[src/rtl/tile_writer_pkg.sv]
// tile_writer_pkg: shared font width, control codes and FSM state type for the tile writer.
package tile_writer_pkg;
    localparam int FONT_WIDTH = 8;
    localparam logic [FONT_WIDTH-1:0] CODE_BS = 8'h08;
    localparam logic [FONT_WIDTH-1:0] CODE_LF = 8'h0A;
    localparam logic [FONT_WIDTH-1:0] CODE_FF = 8'h0C;
    localparam logic [FONT_WIDTH-1:0] CODE_CR = 8'h0D;
    localparam logic [FONT_WIDTH-1:0] PRINT_LO = 8'h20;
    localparam logic [FONT_WIDTH-1:0] PRINT_HI = 8'h7E;
    typedef enum logic {ST_CLEAR, ST_IDLE} state_t;
endpackage

[src/rtl/tile_cursor.sv]
// tile_cursor: column/row cursor with wrap and a row*COLS+col tile address.
module tile_cursor
    import tile_writer_pkg::*;
#(
    parameter int COLS = 20,
    parameter int ROWS = 15
) (
    input  logic                          px_clk,
    input  logic                          rstn,
    input  logic                          home,
    input  logic                          inc,
    input  logic                          dec,
    input  logic                          cr,
    input  logic                          lf,
    output logic [$clog2(COLS)-1:0]       col,
    output logic [$clog2(ROWS)-1:0]       row,
    output logic [$clog2(COLS*ROWS)-1:0]  addr
);
    localparam int CW = $clog2(COLS);
    localparam int RW = $clog2(ROWS);
    localparam int AW = $clog2(COLS*ROWS);

    logic [CW-1:0] col_q, col_d;
    logic [RW-1:0] row_q, row_d;
    logic          last_col;
    logic [RW-1:0] row_nx;

    assign last_col = col_q == CW'(COLS-1);
    assign row_nx   = (row_q == RW'(ROWS-1)) ? '0 : row_q + 1'b1;

    always_comb begin
        col_d = col_q;
        row_d = row_q;
        if (home) begin
            col_d = '0;
            row_d = '0;
        end else if (inc) begin
            col_d = last_col ? '0 : col_q + 1'b1;
            row_d = last_col ? row_nx : row_q;
        end else if (dec) begin
            col_d = (col_q == '0) ? col_q : col_q - 1'b1;
        end else if (cr) begin
            col_d = '0;
        end else if (lf) begin
            row_d = row_nx;
        end
    end

    always_ff @(posedge px_clk) begin
        if (!rstn) begin
            col_q <= '0;
            row_q <= '0;
        end else begin
            col_q <= col_d;
            row_q <= row_d;
        end
    end

    assign col  = col_q;
    assign row  = row_q;
    assign addr = AW'(row_q) * AW'(COLS) + AW'(col_q);
endmodule

[src/rtl/tile_writer.sv]
// tile_writer: turns a char stream into tile-memory writes with cursor control and screen clear.
module tile_writer
    import tile_writer_pkg::*;
#(
    parameter int COLS = 20,
    parameter int ROWS = 15,
    parameter logic [FONT_WIDTH-1:0] FILL = 8'h20
) (
    input  logic                          px_clk,
    input  logic                          rstn,
    input  logic                          char_valid,
    input  logic [FONT_WIDTH-1:0]         char_data,
    output logic                          char_ready,
    output logic                          wr_en,
    output logic [$clog2(COLS*ROWS)-1:0]  wr_addr,
    output logic [FONT_WIDTH-1:0]         wr_data,
    output logic [$clog2(COLS)-1:0]       cursor_col,
    output logic [$clog2(ROWS)-1:0]       cursor_row,
    output logic                          busy
);
    localparam int N  = COLS*ROWS;
    localparam int AW = $clog2(N);

    state_t                state_q, state_d;
    logic [AW-1:0]         cnt_q, cnt_d;
    logic                  wr_en_q, wr_en_d;
    logic [AW-1:0]         wr_addr_q, wr_addr_d;
    logic [FONT_WIDTH-1:0] wr_data_q, wr_data_d;
    logic [AW-1:0]         cur_addr;
    logic                  acc, prn, inc, dec, cr, lf, home;

    assign acc  = state_q == ST_IDLE && char_valid;
    assign prn  = char_data >= PRINT_LO && char_data <= PRINT_HI;
    assign inc  = acc && prn;
    assign dec  = acc && char_data == CODE_BS && cursor_col != '0;
    assign cr   = acc && char_data == CODE_CR;
    assign lf   = acc && char_data == CODE_LF;
    assign home = acc && char_data == CODE_FF;

    tile_cursor #(.COLS(COLS), .ROWS(ROWS)) u_cursor (
        .px_clk (px_clk),
        .rstn   (rstn),
        .home   (home),
        .inc    (inc),
        .dec    (dec),
        .cr     (cr),
        .lf     (lf),
        .col    (cursor_col),
        .row    (cursor_row),
        .addr   (cur_addr)
    );

    always_comb begin
        state_d   = state_q;
        cnt_d     = cnt_q;
        wr_en_d   = inc || dec;
        wr_addr_d = dec ? cur_addr - 1'b1 : cur_addr;
        wr_data_d = dec ? FILL : char_data;
        if (state_q == ST_CLEAR) begin
            // Leave only once the final fill write is already on the outputs.
            if (wr_en_q && wr_addr_q == AW'(N-1)) begin
                state_d = ST_IDLE;
                wr_en_d = 1'b0;
            end else begin
                wr_en_d   = 1'b1;
                wr_addr_d = cnt_q;
                wr_data_d = FILL;
                cnt_d     = (cnt_q == AW'(N-1)) ? '0 : cnt_q + 1'b1;
            end
        end else if (home) begin
            state_d = ST_CLEAR;
        end
    end

    always_ff @(posedge px_clk) begin
        if (!rstn) begin
            state_q   <= ST_CLEAR;
            cnt_q     <= '0;
            wr_en_q   <= 1'b0;
            wr_addr_q <= '0;
            wr_data_q <= FILL;
        end else begin
            state_q   <= state_d;
            cnt_q     <= cnt_d;
            wr_en_q   <= wr_en_d;
            wr_addr_q <= wr_addr_d;
            wr_data_q <= wr_data_d;
        end
    end

    assign wr_en      = wr_en_q;
    assign wr_addr    = wr_addr_q;
    assign wr_data    = wr_data_q;
    assign char_ready = state_q == ST_IDLE;
    assign busy       = state_q == ST_CLEAR;
endmodule

[config.mk]
export PLATFORM = sky130hd
export DESIGN_NAME = tile_writer
export DESIGN_NICKNAME = d
export VERILOG_FILES = /design/src/rtl/tile_writer_pkg.sv /design/src/rtl/tile_cursor.sv /design/src/rtl/tile_writer.sv
export SDC_FILE = /design/constraint.sdc
export NUM_CORES = 1
export LEC_CHECK = 0
export CORE_MARGIN = 5
export CORE_UTILIZATION = 25
export CTS_CLUSTER_DIAMETER = 50
export DETAILED_ROUTE_END_ITERATION = 7
export HOLD_SLACK_MARGIN = 0.08
export SLEW_MARGIN = 20
export SYNTH_ARGS = -nofsm -noshare
export SYNTH_HDL_FRONTEND = slang
export SYNTH_SLANG_ARGS = --single-unit
[constraint.sdc]
create_clock -name px_clk -period 2.85 [get_ports px_clk]
set_input_delay 0.4275 -clock px_clk [delete_from_list [all_inputs] [get_ports px_clk]]
set_output_delay 0.4275 -clock px_clk [all_outputs]
set_load 0.005 [all_outputs]
==> reports/results.txt, run 1 <==
outcome: complete, no violations
Max Cap Viol: 0
crit-path leading delay family: adder cells
Max Fclk: 0.364 GHz
critical path, cell by cell: ha_4, ha_2, inv_2, fa_2, nor2b_2, or4bb_1, o31a_1, a2111oi_4, xor2_1, a211oi_2
Cell Area, Synth: 2210 um2
Clk pin slew, worst setup/hold paths: 0.07 ns
largest stage delay on the critical path: 0.48 ns
Net Sw Power: 0.227 mW
CP bufs+invs: 1
XOR/XNOR Fraction of Synth Area: 7.52%
final setup fails: 0
Top FF cell, synth: dfxtp_1
initial antenna violation count: 0
final instance area: 2990 um2
post-DR wirelength/cell: 13.5 um
CTS root buffer: clkbuf_8
fin crit share: 96.3%
post-route minimum period: 2.74 ns
Setup WS pre-CTS: -0.0447 ns
main combinational cell family by area after synthesis: simple AND/OR/NAND/NOR gates
Rows: 34
hold_ws: 0.481 ns
clock tree from TritonCTS: yes
FFs w/ async S/R, synth: 0%
CTS max path bufs: 2
drt pass-1 iters: 4
sw frac: 21.4%
most area-consuming cells after synthesis: dfxtp_1 33%, ha_1 6.2%, nor2_1 5.3%
placed cell area: 2820 um2
critical path arrival: 2.96 ns
Reg power frac: 49.7%
Crit. End Element: register
DRC viols: 0
io pins: 40
Final Hold Viols: 0
register area share after synthesis: 33.5%
net count after synthesis: 290
yosys warns: 0
Power Total: 1.06 mW
Internal Pwr Total: 0.836 mW
first-pass GRT wire length: 10,100 um
simple-gate area share of the yosys netlist: 30.0%
via-per-instance ratio: 4.92
die footprint: 10,800 um2
mean area per synthesized cell: 8.32 um2
DP HPWL: 4460 um
CTS Buf Count: 5
Final Max Slew Viols: 0
Slowest cell on crit path: or4bb_1
multiplexer area fraction after synthesis: 0.452%
synthesis-stage register bit count: 37
chip width: 104 um
post-synthesis cell count: 266
core area: 8680 um2
1st-iter DRT viols: 65
Clock Latency Late Sink: 0.29 ns
clock skew: 0.00346 ns
adder-cell share of the synthesized area: 8.03%
Max VDD drop: 0.205 mV
DR vias: 2,119
Comb power frac: 5.1%
cell taking the most area after synthesis: dfxtp_1
CP Class: register to register
compound-gate portion of the synthesized area: 16.8%
Total Routing Usage GR: 11.0%
Area growth syn-to-layout: 35.2%
largest net degree at the start of global routing: 14
GPL Wtd Cong: 0.877
nets@finish: 346
min-delay src: cnt_q[3]
vias in the first global route: 2,091
Util after Layout: 34.5%
Post-synth EDFFs: 0
final wirelength: 5840 um
H-tree depth: 2
Hold Crit Class: register to register
post-route ant nets: 0
worst setup margin: 0.106 ns
grt total ovfl: 0
FF-to-FF Start: u_cursor.row[1]
I/O Buffers: 39
P_leak: 1.13 nW
share of layout cells above drive strength 1: 13.9%
Rel. slew slack: 46.9%
clock share of power: 45.1%
diode count: 0
Least-Margin Pin Slew: 0.785 ns
crit path max fanout: 2
worst setup path start: u_cursor.row[1]
Synth top area share: 33.5%
Worst EP required: 3.06 ns
Initial Util: 25.5%
Power Dens Cells: 355 nW/um2
DIE HEIGHT: 104 um
Setup crit start kind: register
hold-fix buffers at CTS: 0
CTS Sinks: 37
Netlist cell types: 54
[tightest hold or removal path, delay by kind of cell, from the launching register on]
kind            cells  cell delay [ns]
compound gates      1             0.05
simple gates        1             0.06
flops               1             0.33
[area by class of cell]
| type | count | area [um2] |
|---|---|---|
| repair buffers | 56 | 518 |
| multi-input cells | 208 | 1420 |
| flip-flops and latches | 37 | 743 |
| clock buffers | 6 | 82.6 |
| well taps | 108 | 135 |
| clock inverters | 2 | 37.5 |
| inverters | 14 | 52.6 |
| fillers | 910 | 5690 |
[cell usage after synthesis (3+ instances only)]
cell type / count
clkbuf_1: 4
nand3_1: 9
buf_2: 3
xnor2_1: 9
and3_1: 11
nor2b_1: 6
a21oi_1: 17
nand2_1: 26
o21ai_0: 14
ha_1: 11
nor2_1: 31
dfxtp_1: 37
xor2_1: 10
nor3_1: 6
a211oi_1: 7
nand4_1: 4
inv_1: 14
[repair_timing]
item | 4_1_cts | 5_1_grt
pin swaps | 4 | 7
buffers inserted | 2 | 1
setup endpoints to repair | 1 | 1
gates resized for setup | 1 | 7
[worst paths after layout]
path                              endpoint  slack, ns  depth (start not counted)
worst min register to register    cnt_q[3]       0.48                          2
worst max register to register  wr_addr[8]       0.11                         10
worst max-delay path            wr_addr[8]       0.11                         10
worst min-delay path              cnt_q[3]       0.48                          2
[cells by family after synthesis]
kind of cell	count (synthesis)
simple gates	120
compound gates	55
flops	37
buf+inv	21
xor+xnor	19
fa+ha+maj	13
mux	1
[layout by cell type, fill, tap and decap left out, types with 8 or more instances in the layout]
master / Yosys / final
inv_1: 14 / 13
ha_1: 11 / 9
and3_1: 11 / 11
xor2_1: 10 / 10
nor2_1: 31 / 31
dfxtp_1: 37 / 35
a21oi_1: 17 / 17
xnor2_1: 9 / 8
buf_4: 0 / 17
clkdlybuf4s50_1: 0 / 39
nand2_1: 26 / 26
o21ai_0: 14 / 14
nand3_1: 9 / 9
[metrics by stage]
stage	instances	TNS, ns
floorplan	266	0
global placement	420	0
detailed placement	420	-0.0447
CTS	430	0
global route	431	-0.00910
finish	431	0
[layer usage]
layer,GRT usage [%],part of all wire (%),vias to the layer above
li1,-,-,1054
met1,13.6,46,991
met2,18.4,48,65
met3,3.04,5.5,9
met5,0,0,-
met4,3.61,1.2,0
[state kept, by name, indices dropped and copies added (netlist names)]
name and count:
u_cursor.col 5, u_cursor.row 4, cnt_q 9, wr_data 8, wr_addr 9, char_ready 1, wr_en 1
[power groups by stage]
stage / logic (mW) / registers, mW / clock network (mW)
after floorplan: 0.0221 / 0.540 / 0
after global placement: 0.0539 / 0.541 / 0
after CTS: 0.0546 / 0.529 / 0.491
final: 0.0544 / 0.529 / 0.480
after global routing: 0.0612 / 0.530 / 0.516
after detailed placement: 0.0542 / 0.541 / 0
No activity file was read; power rests on OpenSTA's default activity.
==> inputs of run 2 (changes only) <==
--- a/config.mk
+++ b/config.mk
@@ -7,6 +7,7 @@
 export LEC_CHECK = 0
 export CORE_MARGIN = 5
 export CORE_UTILIZATION = 25
+export CTS_BUF_LIST = sky130_fd_sc_hd__clkbuf_2 sky130_fd_sc_hd__clkbuf_4 sky130_fd_sc_hd__clkbuf_8
 export CTS_CLUSTER_DIAMETER = 50
 export DETAILED_ROUTE_END_ITERATION = 7
 export HOLD_SLACK_MARGIN = 0.08
==> results of run 2 <==
The final DEF is identical to that of run 1; final timing and power are the same.
==> inputs of run 3 (changes only) <==
==> constraint.sdc (replaced) <==
create_clock -name px_clk -period 2.5 [get_ports px_clk]
set_input_delay 0.25 -clock px_clk [delete_from_list [all_inputs] [get_ports px_clk]]
set_output_delay 0.25 -clock px_clk [all_outputs]
set_load 0.005 [all_outputs]
==> run 3 against run 2 <==
Against the previous run:
- the run now ends with setup timing left
- combinational power grew 21%
- register-to-register slack worse by 0.29 ns
- sequential cell count unchanged
- global-route usage fell by 0.12 points
- die area stayed put
- core utilization rose by 1.2 points
- critical path depth did not move
- sequential share of layout area is 0.64 points lower
- hold slack barely moved
- total power up 11%
- routed wire length increased by 1.3%
- design area is 3.3% higher
- largest cell class unchanged
- largest power group unchanged
- highest routed layer unchanged
==> reports/results.txt, run 3 (synthesis results as in run 1) <==
nets@finish: 358
most common cell after layout, fill and taps aside: clkdlybuf4s50_1
dpl cells: 435
Post-CTS Setup Bufs: 0
chip width: 104 um
GR Layer Usage met2: 16.9%
clock skew: 0.00831 ns
share of layout cells above drive strength 1: 17.7%
CP bufs+invs: 1
Total Routing Usage GR: 10.9%
Power Dens Cells: 380 nW/um2
worst setup path start: u_cursor.row[1]
final wirelength: 5920 um
FF-to-FF setup slack: -0.18 ns
Initial Util: 25.5%
first-pass GRT wire length: 10,000 um
setup repair after global routing missed its margin: yes
Worst Setup EP: wr_addr[8]
Crit. End Element: register
multi-input combinational cell area: 1440 um2
DIE HEIGHT: 104 um
Comb power frac: 5.6%
CTS Buf Count: 5
post-DR wirelength/cell: 13.4 um
critical path depth: 10
Area growth syn-to-layout: 39.7%
Max Fclk: 0.373 GHz
DR vias: 2,133
Rel. slew slack: 67.0%
crit path max fanout: 2
Worst EP required: 2.66 ns
CTS max path bufs: 2
initial antenna violation count: 0
largest net degree at the start of global routing: 22
Non-Filler Instances: 442
drt pass-1 iters: 4
Setup crit start kind: register
Final Hold Viols: 0
vias in the first global route: 2,094
GPL Wtd Cong: 0.878
clock share of power: 43.2%
FF-to-FF Start: u_cursor.row[1]
fin crit share: 107%
via-per-instance ratio: 4.83
post-route ant nets: 0
die footprint: 10,800 um2
Clock Latency Late Sink: 0.28 ns
CP most frequent cell: ha_4
critical path arrival: 2.85 ns
CTS Sinks: 37
Crit Reg-Reg Endpoint: wr_addr[8]
hold depth: 2
final instance area: 3090 um2
Slowest cell on crit path: or4bb_1
outcome: complete, but fails checks
placed cell area: 2970 um2
Internal Pwr Total: 0.921 mW
Final Max Slew Viols: 0
register area: 748 um2
final setup fails: 1
DRC viols: 0
Max Cap Viol: 0
Hold Crit Class: register to register
critical path, cell by cell: ha_4, ha_4, inv_2, fa_2, xnor2_2, or4bb_1, o31a_1, a2111oi_4, xor2_1, a211oi_2
P_leak: 1.19 nW
grt met3 use: 2.67%
diode count: 0
gr busiest metal: met2
Clk pin slew, worst setup/hold paths: 0.08 ns
grt total ovfl: 0
I/O Buffers: 39
violated checks: setup timing
Max VDD drop: 0.190 mV
post-route minimum period: 2.68 ns
Worst Reg-to-Reg Cells: 10
io pins: 40
most frequent cells in the layout: 39 x clkdlybuf4s50_1, 33 x dfxtp_1, 31 x nor2_1, 29 x buf_4, 26 x nand2_1
core area: 8680 um2
Reg power frac: 51.2%
worst setup margin: -0.183 ns
hold-fix buffers at CTS: 0
Rows: 34
Net Sw Power: 0.255 mW
min-delay src: cnt_q[3]
sw frac: 21.7%
met1 usage: 15.1%
1st-iter DRT viols: 130
Filler Cell Count: 931
DP HPWL: 4670 um
CP Class: register to register
H-tree depth: 2
CTS root buffer: clkbuf_8
crit-path leading delay family: adder cells
largest stage delay on the critical path: 0.51 ns
Least-Margin Pin Slew: 0.491 ns
clock tree from TritonCTS: yes
## run 3: per-layer routing
| layer | part of all wire, % | up-vias |
|---|---|---|
| li1 | - | 1078 |
| met1 | 48 | 993 |
| met2 | 46 | 60 |
| met3 | 4.9 | 2 |
| met4 | 0.52 | 0 |
| met5 | 0 | - |
## run 3: final cells by class
class | count | share of cell area, %
Clock buffer | 5 | 2.23
Tap cell | 108 | 4.37
Timing Repair Buffer | 68 | 19.7
Multi-Input combinational cell | 208 | 46.7
Inverter | 14 | 1.70
Clock inverter | 2 | 1.13
Sequential cell | 37 | 24.2
## run 3: metrics by stage
stage | hold slack (ns) | worst slack (ns) | power (mW) | TNS [ns] | utilization (%)
global placement | 0.456 | -0.0985 | 0.681 | -0.163 | 34.2
finish | 0.481 | -0.183 | 1.18 | -0.183 | 35.6
floorplan | 0.364 | -0.149 | 0.640 | -0.149 | -
global route | 0.528 | -0.302 | 1.23 | -0.302 | 35.6
detailed placement | 0.468 | -0.211 | 0.683 | -0.317 | 34.2
CTS | 0.481 | -0.204 | 1.19 | -0.204 | 35.4
## run 3: worst register-to-register path: cells and delay by family (launching register included)
family	cells	cell delay, ns
XOR/XNOR	2	0.35
adder cells (fa/ha/maj)	3	0.76
AND/OR/NAND/NOR	1	0.51
buffers and inverters	1	0.04
AO/OA/AOI/OAI	3	0.55
flip-flops	1	0.36
## run 3: power by group through the flow
stage               sequential, mW  clock [mW]  combinational (mW)
floorplan                    0.615           0              0.0252
global placement             0.616           0              0.0650
detailed placement           0.616           0              0.0661
CTS                          0.603       0.517              0.0662
global route                 0.604       0.549              0.0734
finish                       0.602       0.508              0.0658
## run 3: worst min path at each step
stage | to | slack (ns)
floorplan | wr_data[5] | 0.36
global placement | cnt_q[3] | 0.46
detailed placement | cnt_q[3] | 0.47
CTS | cnt_q[3] | 0.48
global route | cnt_q[1] | 0.53
finish | cnt_q[3] | 0.48
## run 3: timing repair
item                                    4_1_cts  5_1_grt
pin swaps                                     1        2
endpoints found under the setup margin        1        2
gates resized for setup                       0        5
cloned                                        0        0
endpoints found under the hold margin         0        0
